**config.mk**
```make
export PLATFORM = sky130hd
export DESIGN_NAME = add_rs
export DESIGN_NICKNAME = d
export VERILOG_FILES = /design/src/rtl/add_rs_pkg.sv /design/src/rtl/add_rs_entry.sv /design/src/rtl/add_rs.sv
export SDC_FILE = /design/constraint.sdc
export NUM_CORES = 1
export LEC_CHECK = 0
export CAP_MARGIN = 20
export CORE_UTILIZATION = 25
export CTS_BUF_LIST = sky130_fd_sc_hd__clkbuf_2
export CTS_CLUSTER_SIZE = 10
export DETAILED_ROUTE_END_ITERATION = 8
export MAX_ROUTING_LAYER = met4
export PLACE_DENSITY = 0.52
export SLEW_MARGIN = 20
export SYNTH_ARGS = -nofsm -noshare
export SYNTH_HDL_FRONTEND = slang
export SYNTH_SLANG_ARGS = --single-unit
export TNS_END_PERCENT = 20
```
**constraint.sdc**
```tcl
create_clock -name clk -period 3 [get_ports clk]
set_clock_uncertainty 0.2 [all_clocks]
set_input_delay 0.6 -clock clk [delete_from_list [all_inputs] [get_ports clk]]
set_output_delay 0.6 -clock clk [all_outputs]
set_load 0.005 [all_outputs]
```
**src/rtl/add_rs_pkg.sv**
```systemverilog
// Shared add/sub ALU constants and the reservation-station issue request.
package add_rs_pkg;
  localparam int          TAG_W     = 4;
  localparam int          DATA_W    = 32;
  localparam logic [TAG_W-1:0] TAG_READY = '0;   // tag 0 means "operand present"
  localparam logic        ALUAdd    = 1'b0;
  localparam logic        ALUSub    = 1'b1;

  typedef struct packed {
    logic              op;
    logic [DATA_W-1:0] vj;
    logic [DATA_W-1:0] vk;
    logic [TAG_W-1:0]  qj;
    logic [TAG_W-1:0]  qk;
  } rs_req_t;
endpackage

```
**src/rtl/add_rs_entry.sv**
```systemverilog
// One reservation-station entry: operand storage, CDB snoop, ready flag.
module rs_entry
  import add_rs_pkg::*;
(
  input  logic              clk,
  input  logic              nRST,
  input  logic              alloc,
  input  rs_req_t           req,
  input  logic              cdb_valid,
  input  logic [TAG_W-1:0]  cdb_tag,
  input  logic [DATA_W-1:0] cdb_data,
  input  logic              clear,
  output logic              busy,
  output logic              ready,
  output logic              op,
  output logic [DATA_W-1:0] vj,
  output logic [DATA_W-1:0] vk
);
  logic [TAG_W-1:0] qj, qk;
  logic             cdb_live;

  // tag 0 on the bus can never wake anything
  assign cdb_live = cdb_valid && (cdb_tag != TAG_READY);
  assign ready    = busy && (qj == TAG_READY) && (qk == TAG_READY);

  // capture on issue (with same-cycle CDB bypass), otherwise snoop and free
  always_ff @(posedge clk or negedge nRST) begin
    if (!nRST) begin
      busy <= 1'b0;
      op   <= ALUAdd;
      vj   <= '0;
      vk   <= '0;
      qj   <= TAG_READY;
      qk   <= TAG_READY;
    end else if (alloc) begin
      busy <= 1'b1;
      op   <= req.op;
      if (cdb_live && req.qj == cdb_tag) begin
        vj <= cdb_data; qj <= TAG_READY;
      end else begin
        vj <= req.vj;   qj <= req.qj;
      end
      if (cdb_live && req.qk == cdb_tag) begin
        vk <= cdb_data; qk <= TAG_READY;
      end else begin
        vk <= req.vk;   qk <= req.qk;
      end
    end else begin
      if (clear) busy <= 1'b0;
      if (busy && cdb_live && qj == cdb_tag) begin
        vj <= cdb_data; qj <= TAG_READY;
      end
      if (busy && cdb_live && qk == cdb_tag) begin
        vk <= cdb_data; qk <= TAG_READY;
      end
    end
  end
endmodule

```
**src/rtl/add_rs.sv**
```systemverilog
// Add/sub reservation station: DEPTH entries, lowest-free allocation,
// lowest-ready dispatch to a single-issue ALU.
module add_rs
  import add_rs_pkg::*;
#(
  parameter int               DEPTH    = 3,
  parameter logic [TAG_W-1:0] BASE_TAG = 4'd1
) (
  input  logic              clk,
  input  logic              nRST,
  input  logic              issueValid,
  input  logic              issueOp,
  input  logic [DATA_W-1:0] issueVj,
  input  logic [DATA_W-1:0] issueVk,
  input  logic [TAG_W-1:0]  issueQj,
  input  logic [TAG_W-1:0]  issueQk,
  output logic [TAG_W-1:0]  issueTag,
  output logic              full,
  input  logic              cdbValid,
  input  logic [TAG_W-1:0]  cdbTag,
  input  logic [DATA_W-1:0] cdbData,
  input  logic              aluAvailable,
  output logic              aluWEN,
  output logic              aluOp,
  output logic [DATA_W-1:0] aluData1,
  output logic [DATA_W-1:0] aluData2,
  output logic [TAG_W-1:0]  aluTag
);
  rs_req_t                        req;
  logic [DEPTH-1:0]               busy, ready, op, alloc, clear;
  logic [DEPTH-1:0][DATA_W-1:0]   vj, vk;

  assign req  = '{op: issueOp, vj: issueVj, vk: issueVk, qj: issueQj, qk: issueQk};
  assign full = &busy;

  // allocation: lowest-index free entry, only when not full (pre-edge state)
  always_comb begin
    logic found;
    found    = 1'b0;
    alloc    = '0;
    issueTag = '0;
    for (int i = 0; i < DEPTH; i++) begin
      if (!busy[i] && !found) begin
        found    = 1'b1;
        alloc[i] = issueValid;
        issueTag = BASE_TAG + TAG_W'(i);
      end
    end
  end

  // dispatch: lowest-index ready entry drives the ALU; freed on handshake
  always_comb begin
    logic found;
    found    = 1'b0;
    clear    = '0;
    aluWEN   = 1'b0;
    aluOp    = ALUAdd;
    aluData1 = '0;
    aluData2 = '0;
    aluTag   = '0;
    for (int i = 0; i < DEPTH; i++) begin
      if (ready[i] && !found) begin
        found    = 1'b1;
        aluWEN   = 1'b1;
        aluOp    = op[i];
        aluData1 = vj[i];
        aluData2 = vk[i];
        aluTag   = BASE_TAG + TAG_W'(i);
        clear[i] = aluAvailable;
      end
    end
  end

  for (genvar g = 0; g < DEPTH; g++) begin : g_ent
    rs_entry u_ent (
      .clk       (clk),
      .nRST      (nRST),
      .alloc     (alloc[g]),
      .req       (req),
      .cdb_valid (cdbValid),
      .cdb_tag   (cdbTag),
      .cdb_data  (cdbData),
      .clear     (clear[g]),
      .busy      (busy[g]),
      .ready     (ready[g]),
      .op        (op[g]),
      .vj        (vj[g]),
      .vk        (vk[g])
    );
  end
endmodule
```
==> impl_metrics.env <==
export IMPL_cts_buffers=66
export IMPL_globalplace_congestion=0.800
export IMPL_path_max_fanout=6
export IMPL_grt_use_total=0.204
export IMPL_worst_slew_pin_slew_ns=0.642
export IMPL_initial_core_util=0.256
export IMPL_finalSetupViolations=68
export IMPL_slew_headroom=0.571
export IMPL_vdd_drop_max_mv=0.321
export IMPL_yosys_mux_area_fraction=0
export IMPL_power_share_sequential=0.335
export IMPL_final_layout_size_suffix_gt1_frac=0.306
export IMPL_cpMostUsedCell="buf_12"
export IMPL_drt_initial_drc_count=1324
export IMPL_cts_buffer_depth=3
export IMPL_fin_cells=2045
export IMPL_synth_top_family_by_area="compound AO/OA/AOI/OAI gates"
export IMPL_grt_pass1_vias=11178
export IMPL_synth_seq_cells=222
export IMPL_clkPwrFrac=0.161
export IMPL_critPathArrivalTime_ns=2.97
export IMPL_fin_crit_ns=3.77
export IMPL_post_dp_hpwl_um=28200
export IMPL_r2r_cells=10
export IMPL_r2r_end="g_ent[2].u_ent.busy"
export IMPL_cp_slowest_cell="dfrtp_1"
export IMPL_power_internal_w=0.00944
export IMPL_synth_xor_area_share=0.0253
export IMPL_num_vias=10782
export IMPL_hold_ws_ns=0.0661
export IMPL_clkLatencyLatePin_ns=0.96
export IMPL_reg2reg_slack_ns=0.59
export IMPL_final_cell_mix="inv_1 (288), dfrtp_1 (222), a222oi_1 (192)"
export IMPL_p_leak_nw=7.93
export IMPL_area_delta_synth_final_pct=48.4
export IMPL_endpoint_kind="output pin"
export IMPL_fmax_mhz=265
export IMPL_dieHeight_um=213
export IMPL_status="complete, but fails checks"
export IMPL_die_w_um=213
export IMPL_grt_overflow=0
export IMPL_synth_yosys_seq_area_share=0.501
export IMPL_avgSynthCellArea_um2=10.2
export IMPL_synthArstFlopShare=1.00
export IMPL_routedWlPerCell_um=22.0
export IMPL_dieArea_mm2=0.0452
export IMPL_wl_um=45000
export IMPL_netlist_area_mm2=0.0111
export IMPL_clk_pin_slew_worst_paths_ns=0.10
export IMPL_synth_distinct_cells=41
export IMPL_holdCritPathClass="in2async"
export IMPL_fin_ws_ns=-0.767
export IMPL_crit_type="reg2out"
export IMPL_rsz0062_at_grt="true"
export IMPL_nNetsFinal=1526
export IMPL_p_per_area_mw_per_mm2=949
export IMPL_grt_max_degree=68
export IMPL_ioPinCount=189
export IMPL_synthAdderAreaFrac=0
export IMPL_rr_startpoint="g_ent[2].u_ent.qk[2]"
export IMPL_synth_edf_count=0
export IMPL_finalMaxSlewViolations=0
export IMPL_antenna_found_initial=1
export IMPL_cts_tree="done"
export IMPL_combPwrFrac=0.504
export IMPL_drtAntennaViolNets=0
export IMPL_crit_path_start_kind="flip-flop"
export IMPL_port_buffers=184
export IMPL_swShare=0.395
export IMPL_clock_sinks=222
export IMPL_yosys_warnings=0
export IMPL_period_share=1.26
export IMPL_max_stage_delay_ns=0.40
export IMPL_cts_root_buf="clkbuf_2"
export IMPL_worstPathRequired_ns=2.20
export IMPL_syn_inst=1086
export IMPL_violations="design-rule violations, negative setup slack"
export IMPL_dp_cells=1887
export IMPL_cap_violations=0
export IMPL_finalHoldViolations=0
export IMPL_grt_first_pass_wirelength_um=67200
export IMPL_rows=76
export IMPL_via_per_inst=5.27
export IMPL_yosys_area_share_simple=0.0405
export IMPL_ys_flop_type="dfrtp_1"
export IMPL_dr_pass1_iters=9
export IMPL_synth_compound_area_frac=0.289
export IMPL_power_switching_w=0.00616
export IMPL_core_area_mm2=0.0434
export IMPL_crit_chain="nor4_2 -> and4_4 -> nor2b_4 -> buf_12 -> buf_12 -> buf_12 -> a221oi_2 -> a21oi_1 -> dlygate4sd2_1"
export IMPL_htreeDepth=3
export IMPL_final_common_cell="inv_1"
export IMPL_drc=13
==> state kept, by name, indices dropped and copies added, names as in the netlist <==
register and cells:
g_ent.u_ent.busy 3, g_ent.u_ent.qj 12, g_ent.u_ent.op 3, g_ent.u_ent.vj 96, g_ent.u_ent.qk 12, g_ent.u_ent.vk 96
==> kinds of logic (layout without fill, tap and decap cells) <==
group,after synthesis,after routing
buf+inv,387,757
compound gates,363,363
flops,222,222
simple gates,81,81
xor+xnor,32,32
other cells,1,5
==> synth_stat cells (8+ instances only) <==
cell / instances / area (um2)
nor2_1: 16 / 60.1
o22ai_1: 9 / 56.3
clkbuf_1: 38 / 143
xor2_1: 16 / 140
a22o_1: 16 / 140
buf_4: 8 / 60.1
dfrtp_1: 222 / 5560
buf_2: 36 / 180
xnor2_1: 16 / 140
a222oi_1: 192 / 1920
a21oi_1: 65 / 325
buf_6: 8 / 90.1
inv_1: 288 / 1080
a221oi_1: 65 / 569
nand2_1: 31 / 116
buf_1: 9 / 33.8
==> power by group through the flow <==
stage,Clock [W],Sequential (W),Combinational [W]
2_1_floorplan,0,0.00492,0.00370
3_3_place_gp,0,0.00500,0.00715
3_5_place_dp,0,0.00504,0.00723
4_1_cts,0.00259,0.00513,0.00756
5_1_grt,0.00276,0.00539,0.00851
6_report,0.00251,0.00523,0.00786
==> critical path: cells and delay by family (launching register included) <==
kind | cells | cell delay, ns
AND/OR/NAND/NOR | 3 | 0.70
AO/OA/AOI/OAI | 2 | 0.28
flip-flops | 1 | 0.40
buffers and inverters | 4 | 0.70
==> how the worst max path moves through the flow <==
stage | start | endpoint | slack (ns) | depth (start not counted)
3_5_place_dp | cdbTag[3] | g_ent[0].u_ent.vj[2] | -0.26 | 6
5_1_grt | g_ent[1].u_ent.qj[3] | aluData2[1] | -0.92 | 9
3_3_place_gp | cdbTag[3] | g_ent[0].u_ent.vj[23] | -0.27 | 6
4_1_cts | g_ent[1].u_ent.qk[0] | aluData2[30] | -0.82 | 10
2_1_floorplan | g_ent[2].u_ent.qk[1] | aluData1[10] | 0.42 | 7
6_report | g_ent[1].u_ent.qj[3] | aluData2[5] | -0.77 | 9
==> repair_timing <==
item	CTS	global route
setup endpoints to repair	71	68
buffers inserted	19	12
endpoints found under the hold margin	244	0
resized for setup	321	60
hold buffers	12	0
gates cloned	5	0
pin swaps	11	10
==> metrics by stage <==
| step | total power, W | setup TNS, ns | cell area [um2] | worst slack (ns) | util |
|---|---|---|---|---|---|
| 3_5_place_dp | 0.0123 | -16.86 | 14800 | -0.262 | 0.340 |
| 4_1_cts | 0.0153 | -49.17 | 16100 | -0.817 | 0.372 |
| 3_3_place_gp | 0.0122 | -16.63 | 14800 | -0.267 | 0.340 |
| 2_1_floorplan | 0.00861 | 0 | 11100 | 0.416 | - |
| 5_1_grt | 0.0167 | -52.67 | 16400 | -0.916 | 0.379 |
| 6_report | 0.0156 | -42.32 | 16400 | -0.767 | 0.379 |
==> layout make-up <==
class / instances / area (um2)
Antenna cell: 1 / 2.50
Clock buffer: 94 / 470
Clock inverter: 21 / 171
Fill cell: 4391 / 26900
Inverter: 288 / 1080
Multi-Input combinational cell: 480 / 4770
Sequential cell: 222 / 5560
Tap cell: 585 / 732
Timing Repair Buffer: 354 / 3660
==> routing by layer <==
layer  up-vias  track usage  part of all wire
li1       4756            -                 -
met4         0       0.0680             0.017
met1      5440        0.264              0.44
met3        65       0.0396             0.073
met2       521        0.318              0.47
met5         -            -                 0
(Power assumes the default switching activity.)
